## src/rtl/dac_spi_pkg.sv

```systemverilog
`default_nettype none
// ----------------------------------------------------------------------------
// dac_spi_pkg : shared state encoding and frame sizing for dac_spi_master
// Revision    : 1.0
// ----------------------------------------------------------------------------
package dac_spi_pkg;

  localparam int COMM_W = 4;
  localparam int ADDR_W = 4;

  typedef enum logic [2:0] {
    ST_IDLE  = 3'd0,
    ST_LEAD  = 3'd1,
    ST_SHIFT = 3'd2,
    ST_TRAIL = 3'd3,
    ST_GAP   = 3'd4
  } state_e;

  function automatic int frame_bits(input int data_w);
    return COMM_W + ADDR_W + data_w;
  endfunction

  function automatic int cs_width(input int ncs);
    return (ncs > 1) ? $clog2(ncs) : 1;
  endfunction

endpackage
`default_nettype wire

```

## src/rtl/dac_spi_master_clk_div.sv

```systemverilog
`default_nettype none
// ----------------------------------------------------------------------------
// spi_clk_div : half-period timebase, tick on the last clk cycle of each DIV
// Revision    : 1.0
// ----------------------------------------------------------------------------
module spi_clk_div #(
  parameter int DIV = 16
) (
  input  logic clk,
  input  logic rst_n,
  input  logic clr_i,
  output logic tick_o
);

  localparam int CW = (DIV > 1) ? $clog2(DIV) : 1;
  localparam logic [CW-1:0] C_LAST = CW'(DIV - 1);

  logic [CW-1:0] cnt_q;

  assign tick_o = (cnt_q == C_LAST);

  always_ff @(posedge clk or negedge rst_n) begin
    if (!rst_n) begin
      cnt_q <= '0;
    end else if (clr_i || tick_o) begin
      cnt_q <= '0;
    end else begin
      cnt_q <= cnt_q + CW'(1);
    end
  end

endmodule
`default_nettype wire

```

## src/rtl/dac_spi_master.sv

```systemverilog
`default_nettype none
// ----------------------------------------------------------------------------
// dac_spi_master : {comm,addr,data} command serialiser with MISO readback
// Revision       : 1.0
// ----------------------------------------------------------------------------
module dac_spi_master
  import dac_spi_pkg::*;
#(
  parameter int   DATA_W  = 16,
  parameter int   DIV     = 16,
  parameter int   GAP_CYC = 32,
  parameter int   NCS     = 1,
  parameter logic CPOL    = 1'b1,
  parameter logic CPHA    = 1'b0
) (
  input  logic                            clk,
  input  logic                            rst_n,
  input  logic                            cmd_valid_i,
  output logic                            cmd_ready_o,
  input  logic [COMM_W-1:0]               cmd_comm_i,
  input  logic [ADDR_W-1:0]               cmd_addr_i,
  input  logic [DATA_W-1:0]               cmd_data_i,
  input  logic [cs_width(NCS)-1:0]        cmd_cs_i,
  input  logic                            abort_i,
  output logic                            rd_valid_o,
  output logic [frame_bits(DATA_W)-1:0]   rd_data_o,
  output logic                            cmd_err_o,
  output logic                            busy_o,
  output logic                            spi_sclk_o,
  output logic [NCS-1:0]                  spi_sync_n_o,
  output logic                            spi_mosi_o,
  input  logic                            spi_miso_i
);

  localparam int FB = frame_bits(DATA_W);
  localparam int KW = $clog2(2 * FB);
  localparam int GW = (GAP_CYC > 1) ? $clog2(GAP_CYC) : 1;
  localparam logic [KW-1:0] K_LAST = KW'(2 * FB - 1);
  localparam logic [GW-1:0] G_LAST = GW'(GAP_CYC - 1);

  state_e          state_q;
  logic [KW-1:0]   k_q;
  logic [GW-1:0]   gap_q;
  logic [FB-1:0]   sh_q;
  logic [FB-1:0]   cap_q;
  logic [FB-1:0]   rd_data_q;
  logic            rd_valid_q;
  logic            cmd_err_q;
  logic            sclk_q;
  logic [NCS-1:0]  sync_n_q;

  logic            w_tick;
  logic            w_clr;
  logic            w_active;
  logic            w_abort;
  logic            w_bad_cs;
  logic [NCS-1:0]  w_sel_n;

  assign w_active = (state_q == ST_LEAD) || (state_q == ST_SHIFT) || (state_q == ST_TRAIL);
  assign w_abort  = w_active && abort_i;
  assign w_bad_cs = 32'(cmd_cs_i) >= 32'(NCS);
  // Divider is held at zero outside the DIV-timed states, so every timed state starts at count 0.
  assign w_clr    = (state_q == ST_IDLE) || (state_q == ST_GAP) || w_abort;

  always_comb begin
    w_sel_n = '1;
    for (int i = 0; i < NCS; i++) begin
      w_sel_n[i] = (32'(cmd_cs_i) != 32'(i));
    end
  end

  spi_clk_div #(
    .DIV (DIV)
  ) u_clk_div (
    .clk    (clk),
    .rst_n  (rst_n),
    .clr_i  (w_clr),
    .tick_o (w_tick)
  );

  always_ff @(posedge clk or negedge rst_n) begin
    if (!rst_n) begin
      state_q    <= ST_IDLE;
      k_q        <= '0;
      gap_q      <= '0;
      sh_q       <= '0;
      cap_q      <= '0;
      rd_data_q  <= '0;
      rd_valid_q <= 1'b0;
      cmd_err_q  <= 1'b0;
      sclk_q     <= CPOL;
      sync_n_q   <= '1;
    end else begin
      rd_valid_q <= 1'b0;
      cmd_err_q  <= 1'b0;
      if (w_abort) begin
        state_q  <= ST_GAP;
        gap_q    <= '0;
        sh_q     <= '0;
        sclk_q   <= CPOL;
        sync_n_q <= '1;
      end else begin
        unique case (state_q)
          ST_IDLE: begin
            if (cmd_valid_i) begin
              if (w_bad_cs) begin
                cmd_err_q <= 1'b1;
              end else begin
                state_q  <= ST_LEAD;
                sh_q     <= {cmd_comm_i, cmd_addr_i, cmd_data_i};
                k_q      <= '0;
                sclk_q   <= CPOL;
                sync_n_q <= w_sel_n;
              end
            end
          end
          ST_LEAD: begin
            if (w_tick) begin
              state_q <= ST_SHIFT;
              sclk_q  <= CPOL ^ CPHA;
            end
          end
          ST_SHIFT: begin
            if (w_tick) begin
              // End of an even half-period: this edge is the sampling edge in every mode.
              if (!k_q[0]) begin
                cap_q <= {cap_q[FB-2:0], spi_miso_i};
              end
              if (k_q == K_LAST) begin
                state_q <= ST_TRAIL;
                sclk_q  <= CPOL;
              end else begin
                k_q    <= k_q + KW'(1);
                sclk_q <= CPOL ^ CPHA ^ ~k_q[0];
                if (k_q[0]) begin
                  sh_q <= sh_q << 1;
                end
              end
            end
          end
          ST_TRAIL: begin
            if (w_tick) begin
              state_q    <= ST_GAP;
              gap_q      <= '0;
              sh_q       <= '0;
              sync_n_q   <= '1;
              rd_valid_q <= 1'b1;
              rd_data_q  <= cap_q;
            end
          end
          ST_GAP: begin
            if (gap_q == G_LAST) begin
              state_q <= ST_IDLE;
            end else begin
              gap_q <= gap_q + GW'(1);
            end
          end
          default: begin
            state_q <= ST_IDLE;
          end
        endcase
      end
    end
  end

  assign cmd_ready_o  = (state_q == ST_IDLE);
  assign busy_o       = (state_q != ST_IDLE);
  assign rd_valid_o   = rd_valid_q;
  assign rd_data_o    = rd_data_q;
  assign cmd_err_o    = cmd_err_q;
  assign spi_sclk_o   = sclk_q;
  assign spi_sync_n_o = sync_n_q;
  assign spi_mosi_o   = sh_q[FB-1];

endmodule
`default_nettype wire

```

## config.mk

```make
export PLATFORM = sky130hd
export DESIGN_NAME = dac_spi_master
export DESIGN_NICKNAME = d
export VERILOG_FILES = /design/src/rtl/dac_spi_pkg.sv /design/src/rtl/dac_spi_master_clk_div.sv /design/src/rtl/dac_spi_master.sv
export SDC_FILE = /design/constraint.sdc
export NUM_CORES = 1
export LEC_CHECK = 0
export ABC_AREA = 1
export CAP_MARGIN = 5
export CORE_AREA = 2 2 98 100
export DETAILED_ROUTE_END_ITERATION = 8
export DIE_AREA = 0 0 100 102
export PLACE_DENSITY = 0.73
export RECOVER_POWER = 50
export SYNTH_ARGS = -nofsm -noshare
export SYNTH_HDL_FRONTEND = slang
export SYNTH_SLANG_ARGS = --single-unit
```

## constraint.sdc

```tcl
create_clock -name clk -period 2.2 [get_ports clk]
set_input_delay 0.33 -clock clk [delete_from_list [all_inputs] [get_ports clk]]
set_output_delay 0.33 -clock clk [all_outputs]
set_load 0.02 [all_outputs]
```

==> qor.csv, run 1 <==
metric;value;unit
hpwlAfterDp;5911;um
gp_congestion;0.8433;
ant_nets;0;
internal_power;3.344;mW
fin_nets;619;
ys_warn_count;0;
n_antenna_cell;0;
pwr-share-clk;21.0;%
end_kind;output port;
combPwrFrac;37.5;%
hp-class;reg2reg;
period_share;92.44;%
slew_headroom;29.67;%
peakVddDrop;0.8461;mV
seq_area_frac_synth;52.29;%
rows;35;
setup_violations;0;
post_drt_wl_per_cell;12.69;um
seq_power_share;41.5;%
clkLatencyLatePin;360;ps
stdcell_area;0.005351;mm^2
leakage;2.501;nW
areaGrowthSynthToFinish;18.84;%
drt-initial-drc-count;243;
crit_type;reg2out;
r2r-end;sh_q[4];
multi_input_area;0.001758;mm^2
antenna_found_initial;0;
tns;0;ps
yosysTopAreaCellShare;51.13;%
r2r_slack;320;ps
htree_levels;3;
hold_path_end;u_clk_div.cnt_q[0];
period_needed;2034;ps
p_switching;2.126;mW
drv_slew;0;
synthTopCellsByArea;dfrtp_1, nand2_1, nand3_1;
clockBufferDepth;2;
r2r-start;state_q[2];
crit_path_start_kind;flip-flop;
syn_inst;527;
cp.arrival;1700;ps
io_pins;61;
min_path_cells;1;
grt_pass1_vias;3437;
grt_max_degree;49;
rsz0062_at_grt;false;
wl;8884;um
viasPerCell;5.139;
fillers;858;
cp_max_fo;6;
netlist_area;0.004503;mm^2
portBuffers;60;
syn_area_per_cell;8.545;um^2
cts-buffers-inserted;9;
ys_ff_latch;94;
synthArstFlopShare;100.0;%
core;0.009109;mm^2
cts_sinks;94;
run_status;completed;
die_height;102;um
required;1870;ps
ff_latch_area;0.002357;mm^2
drt-pass1-iter-count;5;
hp-start;u_clk_div.cnt_q[0];
cts_root_buf;clkbuf_8;
worst_pin_slew;1055;ps
finalHoldViolations;0;
reg2regPathDepth;7;
die_w;100;um
dpl_worst_slack;339.1;ps
grt_pass1_wl;15410;um
drc;0;
path_clk_slew;90;ps
fin_skew;15.12;ps
synth_fp_nets;561;
synth.largest_area_cell;dfrtp_1;
p_sw_share;38.87;%
drive_gt1_share;9.508;%
fmax;0.4917;GHz
whs;476.0;ps
timing.final.ws_setup;166.3;ps
initial_core_util;49.44;%
die_area;0.01020;mm^2
grt-ovfl-total;0;
grt_usage;18.70;%
place_area;0.005150;mm^2
via_count;3597;
cts_tree;built;
power_density;1022;mW/mm^2
synth_commonest_cells;nand2_1, dfrtp_1, inv_1;
synth_edf_count;0;
synth_cell_types;37;
synth_most_common_cell;nand2_1;
maxCapViolCount;0;
synth_flop_cell;dfrtp_1;
[power groups by stage]
stage                     clock network [mW]  logic, mW  registers (mW)
after floorplan                            0       1.65            2.25
after global placement                     0       1.95            2.29
after detailed placement                   0       2.01            2.30
after CTS                               1.18       2.03            2.28
after global routing                    1.25       2.33            2.31
final                                   1.15       2.05            2.27
[per-layer routing]
layer	share of wire (%)	GRT usage [%]
met5	0	0
met4	1.5	6.639
met3	3.8	3.420
met2	48	31.08
met1	46	24.88
[flip-flops by register name, summed over array words and instances, names as in the netlist]
signal,flops
cap_q,24
cmd_err_o,1
gap_q,5
k_q,6
rd_data_o,24
rd_valid_o,1
sh_q,24
spi_sclk_o,1
spi_sync_n_o,1
state_q,3
u_clk_div.cnt_q,4
[logic make-up (layout without fill, tap and decap cells)]
kind of cell / count (synthesis) / in the layout / synth area share (%)
and+or+nand+nor: 266 / 266 / 26.87
DFF: 94 / 94 / 52.29
AOI/OAI and AO/OA: 90 / 90 / 10.84
buffers and inverters: 71 / 133 / 8.502
adders and majority gates: 4 / 4 / 1.111
xor gates and xnor gates: 2 / 2 / 0.3891
[worst max-delay path: stages, from the launching register on]
cell	delay, ps
dfrtp_1	520
inv_4	110
nand2_2	120
clkdlybuf4s50_1	610
[area by class of cell]
class / count / share of cell area, %
flip-flops and latches: 94 / 44.05
well taps: 111 / 2.595
inverters: 44 / 3.133
multi-input cells: 362 / 32.85
clock inverters: 6 / 1.286
clock buffers: 9 / 2.315
repair buffers: 74 / 13.77
[timing repair]
action,in CTS,in global routing
hold buffers,1,0
buffers inserted,0,3
gates resized for setup,2,1
setup endpoints to repair,1,1
gates cloned,0,0
endpoints found under the hold margin,39,0
[cell usage in the layout (no fill, tap or decap), types with 2 or more instances in the layout]
cell and instances:
o21ai_1 24, nand3_2 2, buf_12 3, nor3_1 2, dfstp_2 2, inv_1 42
dfrtp_1 90, nor2_1 17, inv_6 2, clkbuf_2 2, buf_4 7, nor2_8 3
nand4_1 3, nand2_4 3, nand2_1 183, clkbuf_8 9, nand2_2 4, dfrtp_2 2
clkdlybuf4s50_1 58, o21ai_2 2, o21ai_0 32, nand3_1 41, ha_1 4, nor2_4 2
a21oi_1 28
[metrics by stage]
step / std cells / power (mW) / util, %
2_1_floorplan: 527 / 3.900 / -
3_3_place_gp: 681 / 4.240 / 56.54
3_5_place_dp: 681 / 4.315 / 56.54
4_1_cts: 697 / 5.481 / 58.79
5_1_grt: 700 / 5.885 / 58.75
6_report: 700 / 5.470 / 58.75
[how the worst max path moves through the flow]
stage               startpoint     endpoint  slack, ps  cells after the start
global placement       abort_i     sh_q[16]        360                      6
floorplan               k_q[0]     sh_q[23]        630                      9
global route        state_q[2]       busy_o        100                      3
CTS                 state_q[0]  cmd_ready_o         30                      4
detailed placement     abort_i     sh_q[18]        340                      6
finish              state_q[2]       busy_o        170                      3
(Power assumes the default switching activity.)
==> inputs of run 2 (changes only) <==
- CORE_AREA: 2 2 98 100 -> 2 2 101 103
- DIE_AREA: 0 0 100 102 -> 0 0 103 105
- PLACE_DENSITY: 0.73 -> 0.77
- SYNTH_HIERARCHICAL: default -> 1
==> run 2 against run 1 <==
Sequential power about the same. Clock power increased by 3%. Via count increased by 3.9%. Die area increased by 6.0%. Flip-flop and latch count unchanged. Sequential share of layout area decreased by 2.0 points. Register-to-register slack got worse by 60 ps. Worst hold slack improved by 13 ps. Power increased by 4.5%. Area after synthesis increased by 5.6%. Combinational power increased by 9.8%. First-iteration DRC count increased by 0.82%. Largest power group unchanged.
==> qor.csv, run 2 <==
metric;value;unit
crit_buf_inv;2;
n_antenna_cell;0;
post_cts_buffers;0;
syn_inst;573;
cp_top_family;buffers and inverters;
io_pins;61;
grt-ovfl-total;0;
end_kind;output port;
utilization;58.07;%
timing.final.ws_setup;95.79;ps
maxCapViolCount;0;
r2r-start;u_clk_div/cnt_q[0];
cp_max_fo;6;
worst_pin_slew;796.7;ps
core;0.009639;mm^2
wl;9495;um
drt-initial-drc-count;245;
mostFrequentLayoutCells;nand2_1, dfrtp_1, inv_1;
setup_violations;0;
synth_commonest_cells;nand2_1, dfrtp_1, inv_1;
grt_max_degree;65;
cts_root_buf;clkbuf_8;
die_w;103;um
final_cells;764;
rsz0062_at_grt;false;
clkLatencyLatePin;380;ps
fin_skew;8.596;ps
place_area;0.005424;mm^2
synthTopCellsByArea;dfrtp_1, nand2_1, inv_1;
areaGrowthSynthToFinish;17.67;%
run_status;completed;
hpwlAfterDp;6387;um
grt_usage;19.18;%
hp-start;cap_q[5];
seq_area_frac_synth;49.50;%
cts_tree;built;
synth.largest_area_cell;dfrtp_1;
netlist_area;0.004757;mm^2
portBuffers;60;
cp.arrival;1770;ps
rows;36;
fillers;862;
synth_flop_cell;dfrtp_1;
cts_sinks;94;
path_clk_slew;90;ps
htree_levels;3;
leakage;2.679;nW
hp-class;reg2reg;
synthArstFlopShare;100.0;%
slew_headroom;46.89;%
peakVddDrop;0.4713;mV
finalHoldViolations;0;
cts-buffers-inserted;9;
initial_core_util;49.35;%
tns;0;ps
startpoint;state_q[2];
drv_slew;0;
antenna_found_initial;0;
gp_congestion;0.9373;
crit_slowest_cell;clkdlybuf4s50_1;
ys_ff_latch;94;
fmax;0.4752;GHz
period_needed;2104;ps
synth_edf_count;0;
layout_commonest_cell;nand2_1;
drive_gt1_share;9.350;%
stdcell_area;0.005598;mm^2
drt-pass1-iter-count;5;
fin_nets;660;
clockBufferDepth;2;
worstPathCellList;inv_4 > nand2_4 > clkdlybuf4s50_1;
ys_warn_count;6;
die_area;0.01082;mm^2
cp_slowest_stage_delay;610;ps
synth_fp_nets;607;
synth_cell_types;35;
yosysTopAreaCellShare;48.40;%
post_drt_wl_per_cell;12.43;um
syn_area_per_cell;8.302;um^2
period_share;95.65;%
crit_path_start_kind;flip-flop;
synth_most_common_cell;nand2_1;
grt_pass1_vias;3549;
dpl_worst_slack;89.34;ps
required;1870;ps
die_height;105;um
ant_nets;0;
grt_pass1_wl;16480;um
drc;0;
dp_cells;747;
viasPerCell;4.894;
via_count;3739;
power_density;1021;mW/mm^2
crit_type;reg2out;
-- run 2: cell type report --
| cell class | count | area, um^2 | share of cell area (%) |
|---|---|---|---|
| flip-flops and latches | 94 | 2355 | 42.07 |
| multi-input cells | 378 | 1884 | 33.66 |
| inverters | 73 | 279.0 | 4.984 |
| clock inverters | 7 | 80.08 | 1.430 |
| clock buffers | 9 | 123.9 | 2.213 |
| well taps | 133 | 166.4 | 2.973 |
| repair buffers | 70 | 709.4 | 12.67 |
-- run 2: logic make-up (layout without fill, tap and decap cells) --
family	after synthesis	count (layout)	synth area share, %
xor gates and xnor gates	2	2	0.3683
DFF	94	94	49.50
buffers and inverters	101	159	10.39
and+or+nand+nor	260	260	24.91
AOI/OAI and AO/OA	112	112	13.78
adders and majority gates	4	4	1.052
-- run 2: final timing paths --
kind	endpoint	slack, ps	depth (start not counted)
max	busy_o	100	3
min	cap_q[5]	490	2
min reg2reg	cap_q[5]	490	2
max reg2reg	sh_q[17]	260	9
max in group asynchronous	cap_q[10]	370	3
min in group asynchronous	sh_q[5]	560	2
-- run 2: tightest hold or removal path, cell delays in order (launching register included) --
cell     delay, ps
dfrtp_1        350
nand2_1         50
o21ai_0         60
-- run 2: where the power goes --
part | internal [mW] | switching, mW | total [mW] | leakage, nW
logic | 0.805 | 1.44 | 2.25 | 1.32
clock network | 0.539 | 0.654 | 1.19 | 0.102
registers | 2.05 | 0.222 | 2.28 | 1.26
-- run 2: repair_timing --
item | CTS | global route
hold buffers | 1 | 0
setup endpoints to repair | 1 | 0
gates resized for setup | 1 | 0
hold endpoints to repair | 29 | 0
-- run 2: per-layer routing --
metal  GRT usage, %  vias up  share of wire [%]
li1               -     1916                  -
met1          25.52     1752                 45
met2          30.43       59                 49
met3          4.548       12                4.2
met4          6.767        0                1.5
met5              0        -                  0
-- run 2: metrics by stage --
stage,power (mW),hold WS [ps]
2_1_floorplan,4.154,34.41
3_3_place_gp,4.535,297.1
3_5_place_dp,4.602,307.3
4_1_cts,5.803,430.6
5_1_grt,6.171,500.2
6_report,5.715,488.7
